File: src/rtl/pc_exec_ctrl.sv
// Execution controller: sequences PC/pipeline advance from debug run/step/stop/clear
// commands, drains the pipeline after a HALT and parks the core.
module pc_exec_ctrl #(
    parameter int unsigned NBITS   = 32,
    parameter int unsigned N_DRAIN = 4
) (
    input  logic             i_clk,
    input  logic             i_reset,
    input  logic             i_start,
    input  logic             i_stop,
    input  logic             i_step_req,
    input  logic             i_clear,
    input  logic             i_halt_detected,
    input  logic             i_stall,
    output logic             o_step,
    output logic             o_pc_write,
    output logic             o_running,
    output logic             o_halted,
    output logic [2:0]       o_state,
    output logic [NBITS-1:0] o_cycle_count
);

    typedef enum logic [2:0] {
        IDLE   = 3'd0,
        RUN    = 3'd1,
        STEP   = 3'd2,
        DRAIN  = 3'd3,
        HALTED = 3'd4
    } state_t;

    localparam logic [3:0] DRAIN_LOAD = 4'(N_DRAIN - 1);

    state_t     state;
    state_t     state_next;
    logic [3:0] drain_cnt;
    logic [3:0] drain_next;
    logic       clear_count;
    logic       step;
    logic       pc_write_en;
    logic       running;
    logic       halted;
    logic [NBITS-1:0] cycle_count;

    always_comb begin
        state_next  = state;
        drain_next  = drain_cnt;
        clear_count = 1'b0;
        case (state)
            IDLE: begin
                if (i_start) begin
                    state_next = RUN;
                end else if (i_step_req) begin
                    state_next = STEP;
                end else if (i_clear) begin
                    clear_count = 1'b1;
                end
            end
            RUN: begin
                if (i_halt_detected) begin
                    state_next = DRAIN;
                    drain_next = DRAIN_LOAD;
                end else if (i_stop) begin
                    state_next = IDLE;
                end
            end
            STEP: begin
                if (i_halt_detected) begin
                    state_next = DRAIN;
                    drain_next = DRAIN_LOAD;
                end else begin
                    state_next = IDLE;
                end
            end
            DRAIN: begin
                if (drain_cnt == '0) begin
                    state_next = HALTED;
                end else begin
                    drain_next = drain_cnt - 4'd1;
                end
            end
            HALTED: begin
                if (i_clear) begin
                    state_next  = IDLE;
                    clear_count = 1'b1;
                end
            end
            default: state_next = IDLE;
        endcase
    end

    // Moore outputs are registered from the next state so they line up with the state register.
    always_ff @(posedge i_clk or negedge i_reset) begin
        if (!i_reset) begin
            state       <= IDLE;
            drain_cnt   <= '0;
            cycle_count <= '0;
            step        <= 1'b0;
            pc_write_en <= 1'b0;
            running     <= 1'b0;
            halted      <= 1'b0;
        end else begin
            state       <= state_next;
            drain_cnt   <= drain_next;
            step        <= (state_next == RUN) || (state_next == STEP) || (state_next == DRAIN);
            pc_write_en <= (state_next == RUN) || (state_next == STEP);
            running     <= (state_next == RUN);
            halted      <= (state_next == HALTED);
            if (clear_count) begin
                cycle_count <= '0;
            end else if (step) begin
                cycle_count <= cycle_count + NBITS'(1);
            end
        end
    end

    assign o_step        = step;
    assign o_pc_write    = pc_write_en & ~i_stall;
    assign o_running     = running;
    assign o_halted      = halted;
    assign o_state       = state;
    assign o_cycle_count = cycle_count;

endmodule

File: config.mk
export PLATFORM = sky130hd
export DESIGN_NAME = pc_exec_ctrl
export DESIGN_NICKNAME = d
export VERILOG_FILES = /design/src/rtl/pc_exec_ctrl.sv
export SDC_FILE = /design/constraint.sdc
export NUM_CORES = 1
export LEC_CHECK = 0
export ABC_AREA = 1
export CORE_ASPECT_RATIO = 0.6
export CORE_MARGIN = 5
export CORE_UTILIZATION = 30
export DETAILED_ROUTE_END_ITERATION = 6
export GPL_ROUTABILITY_DRIVEN = 0
export SLEW_MARGIN = 20
export SYNTH_ARGS = -nofsm -noshare
export SYNTH_HDL_FRONTEND = slang
export SYNTH_SLANG_ARGS = --single-unit
File: constraint.sdc
create_clock -name i_clk -period 2.3 [get_ports i_clk]
set_clock_uncertainty 0.2 [all_clocks]
set_input_delay 0.46 -clock i_clk [delete_from_list [all_inputs] [get_ports i_clk]]
set_output_delay 0.46 -clock i_clk [all_outputs]
set_load 0.05 [all_outputs]
==> results.ini, run 1 <==
[worst_setup_path]
r2r_cells=9
reg2reg_slack_ns=0.46
critical_path_buf_inv_count=1
crit_chain=clkdlybuf4s50_1
max_stage_delay_ns=0.84
crit_path_end_kind=output pin
cpMaxStageDelayCell=clkdlybuf4s50_1
start_kind=flip-flop
worst-path-max-fanout=5
worstPathRequired_ns=1.64
cp_top_family=buffers and inverters
path_depth=1
path_class=flip-flop to output pin
arrival_ns=1.56

[yosys]
ys_seq_elements=43
synth_cell_type_count=33
synth_edf_count=0
synthFlopType=dfrtp_1
yosysWarnings=0
ys_top_cells_by_area=dfrtp_1, nand2_1, nor2_1
synth.most_common_cell=nand2_1
syn_inst=359
synth_top_area_share=0.4105
async_reset_ff_frac=1.000
yosysSeqAreaShare=0.4105
yosys.area.top_type=dfrtp_1
syn-num-nets=370
synthesis.area_sq_um=2621
synthTopCellsByCount=nand2_1, nor2_1, inv_1
syn_area_per_cell_sq_um=7.302

[route]
drc_errors=0
top_layer=met4
routed_wl_mm=6.620
drtIter0Drc=117
via_per_inst=4.503
num_vias=2364
drt_pass1_iterations=4
routedWlPerCell_um=12.61
met1_length_mm=3.553
wl_met3_um=403
met2_wirelength_mm=2.615
postRouteAntennaNets=0

[global_routing]
grt_pass1_wl_mm=11.16
grt_max_degree=25
globalRouteOverflowTotal=0
grt_pass1_vias=2232
antenna_found_initial=0
track_usage=0.1323

[run]
cap_violations=0

[final_layout]
final_area_sq_um=3407
drive_above_1_share=0.1598
nNetsFinal=423
diodes=0
syn2layout_area_growth_pct=29.98

[clock_network]
post_cts_buffers=0
htree_levels=2
cts_root_buffer=clkbuf_16
clkTransAtPathRegs_ns=0.06
cts.sinks=43
cts_max_path_buffers=2
clk_latency_ns=0.28
cts_buffers=5
cts_tree=done

[power]
sw_frac_of_total=0.4149
power_switching_mw=1.388
power.leakage_nw=1.642
p_comb_frac=0.401
clkPwrFrac=0.275
peakVddDrop_v=0.0007520
p_int_mw=1.957
p_seq_frac=0.324
powerDensity_nw_per_um2=981.9

[die]
top_level_ports=47
dieArea_sq_um=10770
core_area_sq_um=8523
start_util=0.3075
die_w_um=130.7
die_y_um=82.41
rows=26

[hold_path]
hold_depth=2
hold_path_class=flip-flop to flip-flop

[placed_design]
dp_hpwl_mm=5.218
place_area_sq_um=3202
pre_cts_ws_ns=0.2754
port_buffers=46

[sta]
drv_slew=0
fin_crit_ns=2.222
final.setup.worst_slack_ns=0.07843
rsz0062_at_grt=false
setup_viol=0
tns_ns=0
max_freq_mhz=450.1
max_slew.worst_pin.slew_ns=0.5078
hold_viol=0
finalCritPeriodShare=0.9659
slew_headroom=0.6604

[run_status]
status=completed

[power groups by stage]
stage / Combinational (mW) / Sequential (mW) / Clock, mW
final: 1.34 / 1.08 / 0.919
after global placement: 1.34 / 1.10 / 0
after CTS: 1.36 / 1.08 / 0.934
after global routing: 1.47 / 1.11 / 0.965
after floorplan: 0.590 / 1.45 / 0
after detailed placement: 1.35 / 1.10 / 0
[final timing paths]
path	from	end
hold reg to reg	drain_cnt[3]	drain_cnt[3]
min in group asynchronous	i_reset	o_cycle_count[13]
setup / recovery	o_cycle_count[21]	o_cycle_count[21]
max in group asynchronous	i_reset	o_cycle_count[29]
setup reg to reg	o_cycle_count[0]	o_cycle_count[16]
hold / removal	drain_cnt[3]	drain_cnt[3]
[cell usage in the layout, fill, tap and decap left out, drive strengths merged]
cell type and n:
nand2 91, nor2 74, inv 60, dfrtp 43
clkdlybuf4s50 28, nand3 27, buf 20, a21oi 17
o21ai 13, nor3 8, nand4 6, clkbuf 5
ha 3, nor3b 3, o31ai 2, bufinv 2
o211ai 2, and3 1, xor2 1, xnor2 1
a22oi 1, a31oi 1, and2 1, clkinvlp 1
dlygate4sd3 1, dlymetal6s2s 1
[cell type report]
| type | count | area, sq um |
|---|---|---|
| fill | 853 | 5116 |
| clock buffer | 5 | 125.1 |
| tap | 112 | 140.1 |
| inverter | 60 | 225.2 |
| multi-input combinational | 252 | 1285 |
| timing repair buffer | 50 | 488.0 |
| sequential | 43 | 1076 |
| clock inverter | 3 | 67.56 |
[timing repair]
item                                    4_1_cts  5_1_grt
gates resized for setup                       0        1
endpoints found under the hold margin        19        0
hold buffers                                  1        0
endpoints found under the setup margin        0        1
[registers in the layout (all words and copies together), names as in the netlist]
| signal | count |
|---|---|
| o_halted | 1 |
| drain_cnt | 4 |
| o_state | 3 |
| o_cycle_count | 32 |
| pc_write_en | 1 |
| o_step | 1 |
| o_running | 1 |
[metrics by stage]
stage	hold WS (ns)	power, mW	utilization	instances
floorplan	-0.03559	2.035	-	359
global placement	0.2658	2.434	0.3757	516
detailed placement	0.2624	2.449	0.3757	516
CTS	0.3629	3.375	0.3994	525
global route	0.4022	3.545	0.3997	525
finish	0.3581	3.345	0.3997	525
[metal layers]
metal,global-route usage,vias to the layer above
li1,-,1234
met1,0.2011,1058
met2,0.1887,67
met3,0.03213,5
met4,0.02772,0
met5,0,-
[cells by family (layout without fill, tap and decap cells)]
logic type      after synthesis  after routing  share of synthesized area
buf+inv                      64            118                    0.09928
flops                        43             43                     0.4105
simple gates                211            211                     0.3933
fa+ha+maj                     3              3                    0.01432
compound gates               36             36                    0.07589
xor+xnor                      2              2                   0.006684
Power figures use the tool's default switching activity.
==> inputs of run 2 (changes only) <==
- ABC_CLOCK_PERIOD_IN_PS: unset -> 2300
- CORE_UTILIZATION: 30 -> 57
- PLACE_DENSITY: unset -> 0.86
- REMOVE_ABC_BUFFERS: unset -> 1
==> run 2 against run 1 <==
Flip-flop and latch count unchanged. Setup slack worse by 0.031 ns. Largest power group unchanged. Clock power down 49%. Critical endpoint is now o_cycle_count[22]. Final cell count is 9.3% lower. Critical path type unchanged. Largest cell class unchanged.
==> results.ini, run 2 (synthesized netlist as in run 1, its figures left out) <==
[sta]
fin_crit_ns=2.252
finalCritPeriodShare=0.9793
rsz0062_at_grt=false
tns_ns=0
max_slew.worst_pin.slew_ns=0.5206
hold_viol=0
final.setup.worst_slack_ns=0.04759
max_freq_mhz=444.0
drv_slew=0
setup_viol=0
slew_headroom=0.6518

[global_routing]
met3_usage=0.05351
track_usage=0.2259
grtUsageMet2=0.3413
busiest_layer=met2
met1_usage=0.3210
grt_pass1_vias=2392
grt_max_degree=44
grt_pass1_wl_mm=11.26
antenna_found_initial=0
globalRouteOverflowTotal=0

[die]
core_area_sq_um=4517
die_y_um=62.53
rows=19
die_w_um=97.55
top_level_ports=47
dieArea_sq_um=6099
start_util=0.5803

[placed_design]
pre_cts_ws_ns=0.2900
port_buffers=46
dp_hpwl_mm=5.086
placed_cells=467

[clock_network]
cts_max_path_buffers=2
cts_buffers=5
cts_tree=done
cts.sinks=43
cts_root_buffer=clkbuf_8
htree_levels=2
clkTransAtPathRegs_ns=0.08
clk_latency_ns=0.30
ctsResizeCount=0

[worst_setup_path]
start_kind=flip-flop
arrival_ns=1.59
worst-path-max-fanout=4
path_class=flip-flop to output pin
max_stage_delay_ns=0.84
critical_path_buf_inv_count=1
crit_path_end_kind=output pin
crit_chain=clkdlybuf4s50_1
worstPathRequired_ns=1.64
cpMaxStageDelayCell=clkdlybuf4s50_1
cp_top_family=buffers and inverters

[power]
powerDensity_nw_per_um2=900.0
p_total_mw=2.918
peakVddDrop_v=0.001019
power.leakage_nw=1.560

[final_layout]
final_common_cell=nand2_1
final_util=0.7177
drive_above_1_share=0.1332
mostFrequentLayoutCells=nand2_1, nor2_1, inv_1
final_cells=476
n_fill_cell=367
largest_register_ffs=32
syn2layout_area_growth_pct=23.68
diodes=0
nNetsFinal=423

[route]
drc_errors=0
routed_wl_mm=6.493
routedWlPerCell_um=13.64
drt_pass1_iterations=6
postRouteAntennaNets=0
drtIter0Drc=201
via_per_inst=5.345
num_vias=2544

[run]
cap_violations=0

[hold_path]
hold_path_class=flip-flop to flip-flop

[run_status]
status=completed

run 2: cell types whose count changed in the layout (fill, tap and decap cells not counted), sizes merged:
| cell | previous run | this run |
|---|---|---|
| dlymetal6s2s | 1 | 0 |
| clkinv | 0 | 1 |
| clkdlybuf4s50 | 28 | 38 |
| buf | 20 | 11 |
| clkinvlp | 1 | 0 |
| clkbuf | 5 | 7 |
| bufinv | 2 | 0 |
run 2: layer usage:
layer  share of wire  wire (um)
met3           0.089        581
met1            0.46       2960
met5               0          0
met4           0.017        110
met2            0.44       2841
run 2: cell type report:
class | count | area, sq um | area share
Multi-Input combinational cell | 252 | 1285 | 0.3964
Clock buffer | 7 | 76.32 | 0.02354
Timing Repair Buffer | 50 | 495.5 | 0.1528
Sequential cell | 43 | 1076 | 0.3319
Tap cell | 63 | 78.83 | 0.02431
Inverter | 60 | 225.2 | 0.06947
Clock inverter | 1 | 5.005 | 0.001544
run 2: through the flow:
| stage | hold WS (ns) | instance area, sq um |
|---|---|---|
| after floorplan | -0.03559 | 2586 |
| after global placement | 0.2509 | 3151 |
| after detailed placement | 0.2544 | 3151 |
| after CTS | 0.3633 | 3242 |
| after global routing | 0.4004 | 3242 |
| final | 0.3600 | 3242 |
run 2: path summary, 6_finish.rpt:
path                       depth (start not counted)  slack, ns               from                 to
setup / recovery                                   1       0.05  o_cycle_count[22]  o_cycle_count[22]
hold / removal                                     2       0.36   o_cycle_count[9]   o_cycle_count[9]
setup reg to reg                                   9       0.33   o_cycle_count[0]  o_cycle_count[20]
hold reg to reg                                    2       0.36   o_cycle_count[9]   o_cycle_count[9]
max in group asynchronous                          3       1.24            i_reset  o_cycle_count[26]
min in group asynchronous                          3       0.45            i_reset             o_step
run 2: timing repair:
item                                   in CTS  in global routing
buffers inserted                            0                  0
setup endpoints to repair                   0                  0
hold buffers                                1                  0
endpoints found under the hold margin      43                  0
run 2: power by group:
group          internal [mW]  switching [mW]
registers              0.910           0.200
clock network          0.213           0.256
logic                  0.421           0.918
total                   1.54            1.37
==> inputs of run 3 (changes only) <==
- CORE_UTILIZATION: 57 -> 50
- PLACE_DENSITY: 0.86 -> 0.77
==> run 3 against run 2 <==
Sequential power is essentially flat. Sequential share of layout area shrank 0.11 points. Flip-flop and latch count is the same. Combinational power is essentially flat. Die area grew 12%. Global-route usage shrank 2.4 points. Register-to-register slack gained 0.09 ns. Critical path depth is the same. Hold slack lost 0.0079 ns. Clock power is essentially flat. Largest cell class unchanged. Largest power group unchanged.
==> results.ini, run 3 (synthesized netlist as in run 1, its figures left out) <==
[worst_setup_path]
path_class=flip-flop to output pin
r2r_end=o_cycle_count[22]
worstPathRequired_ns=1.64
critical_path_buf_inv_count=1
start_kind=flip-flop
crit_chain=clkdlybuf4s50_1
cpMaxStageDelayCell=clkdlybuf4s50_1
r2r_cells=8
max_stage_delay_ns=0.84
cp_top_family=buffers and inverters
reg2reg_slack_ns=0.42
arrival_ns=1.59
rr_startpoint=o_cycle_count[0]
worst-path-max-fanout=5
timing.critical_path.from=o_cycle_count[28]
crit_path_end_kind=output pin

[run]
cap_violations=0

[clock_network]
cts_root_buffer=clkbuf_8
clkTransAtPathRegs_ns=0.08
post_cts_buffers=0
cts_tree=done
cts_buffers=5
htree_levels=2
cts.sinks=43
cts_max_path_buffers=2
clk_latency_ns=0.30

[final_layout]
multi_input_area_sq_um=1285
drive_above_1_share=0.1373
nNetsFinal=425
regArea_sq_um=1076
largest_register_ffs=32
diodes=0
mostFrequentLayoutCells=nand2_1, nor2_1, inv_1
final_cells=481
syn2layout_area_growth_pct=24.11
final_area_sq_um=3253
n_fill_cell=452
final_common_cell=nand2_1

[sta]
tns_ns=0
slew_headroom=0.6553
setup_viol=0
hold_viol=0
fin_crit_ns=2.252
max_slew.worst_pin.slew_ns=0.5154
rsz0062_at_grt=false
drv_slew=0
finalCritPeriodShare=0.9792
max_freq_mhz=444.0

[route]
postRouteAntennaNets=0
routedWlPerCell_um=13.47
via_per_inst=5.100
drt_pass1_iterations=6
num_vias=2453
drc_errors=0
routed_wl_mm=6.478
drtIter0Drc=168

[power]
power.leakage_nw=1.604
powerDensity_nw_per_um2=890.7
peakVddDrop_v=0.0007256
p_total_mw=2.898

[die]
rows=20
start_util=0.5160
die_y_um=66.09
core_area_sq_um=5080
top_level_ports=47
dieArea_sq_um=6838
die_w_um=103.5

[hold_path]
hold_depth=2
hold_path_class=flip-flop to flip-flop
hp-start=o_cycle_count[31]
min_to=o_cycle_count[31]

[global_routing]
track_usage=0.2024
globalRouteOverflowTotal=0
antenna_found_initial=0
grt_pass1_wl_mm=10.64
grt_max_degree=18
grt_pass1_vias=2242

[placed_design]
dp_hpwl_mm=5.159
place_area_sq_um=3157
placed_cells=472
port_buffers=46

[run_status]
status=completed

run 3: what timing repair did:
item,in CTS,in global routing
setup endpoints to repair,0,2
gates resized for setup,0,2
hold buffers,1,0
endpoints found under the hold margin,11,0
run 3: worst max path at each step:
stage	endpoint	slack, ns	cells after the start
after detailed placement	o_cycle_count[12]	0.28	6
final	o_cycle_count[28]	0.05	1
after global placement	o_cycle_count[17]	0.34	8
after CTS	o_cycle_count[27]	0.03	1
after floorplan	o_cycle_count[14]	0.27	10
after global routing	o_cycle_count[28]	0.006	1
run 3: area by class of cell:
| cell class | count | share of cell area |
|---|---|---|
| tap | 66 | 0.02538 |
| clock inverter | 1 | 0.001538 |
| inverter | 60 | 0.06923 |
| multi-input combinational | 252 | 0.3950 |
| sequential | 43 | 0.3308 |
| clock buffer | 7 | 0.02346 |
| timing repair buffer | 52 | 0.1546 |
run 3: metrics by stage:
step	hold slack [ns]	util	worst slack (ns)
2_1_floorplan	-0.03559	-	0.2736
3_3_place_gp	0.1593	0.6214	0.3395
3_5_place_dp	0.1558	0.6214	0.2750
4_1_cts	0.3578	0.6394	0.02654
5_1_grt	0.3891	0.6404	0.006155
6_report	0.3521	0.6404	0.04789
run 3: power breakdown:
group | switching, mW | internal (mW)
clock | 0.254 | 0.213
combinational | 0.901 | 0.419
sequential | 0.200 | 0.910
run 3: per-layer routing:
metal / wire [um] / share of wire / track usage
met4: 49 / 0.0076 / 0.05170
met2: 2752 / 0.42 / 0.2881
met1: 3252 / 0.50 / 0.3098
met3: 423 / 0.065 / 0.04004
met5: 0 / 0 / 0
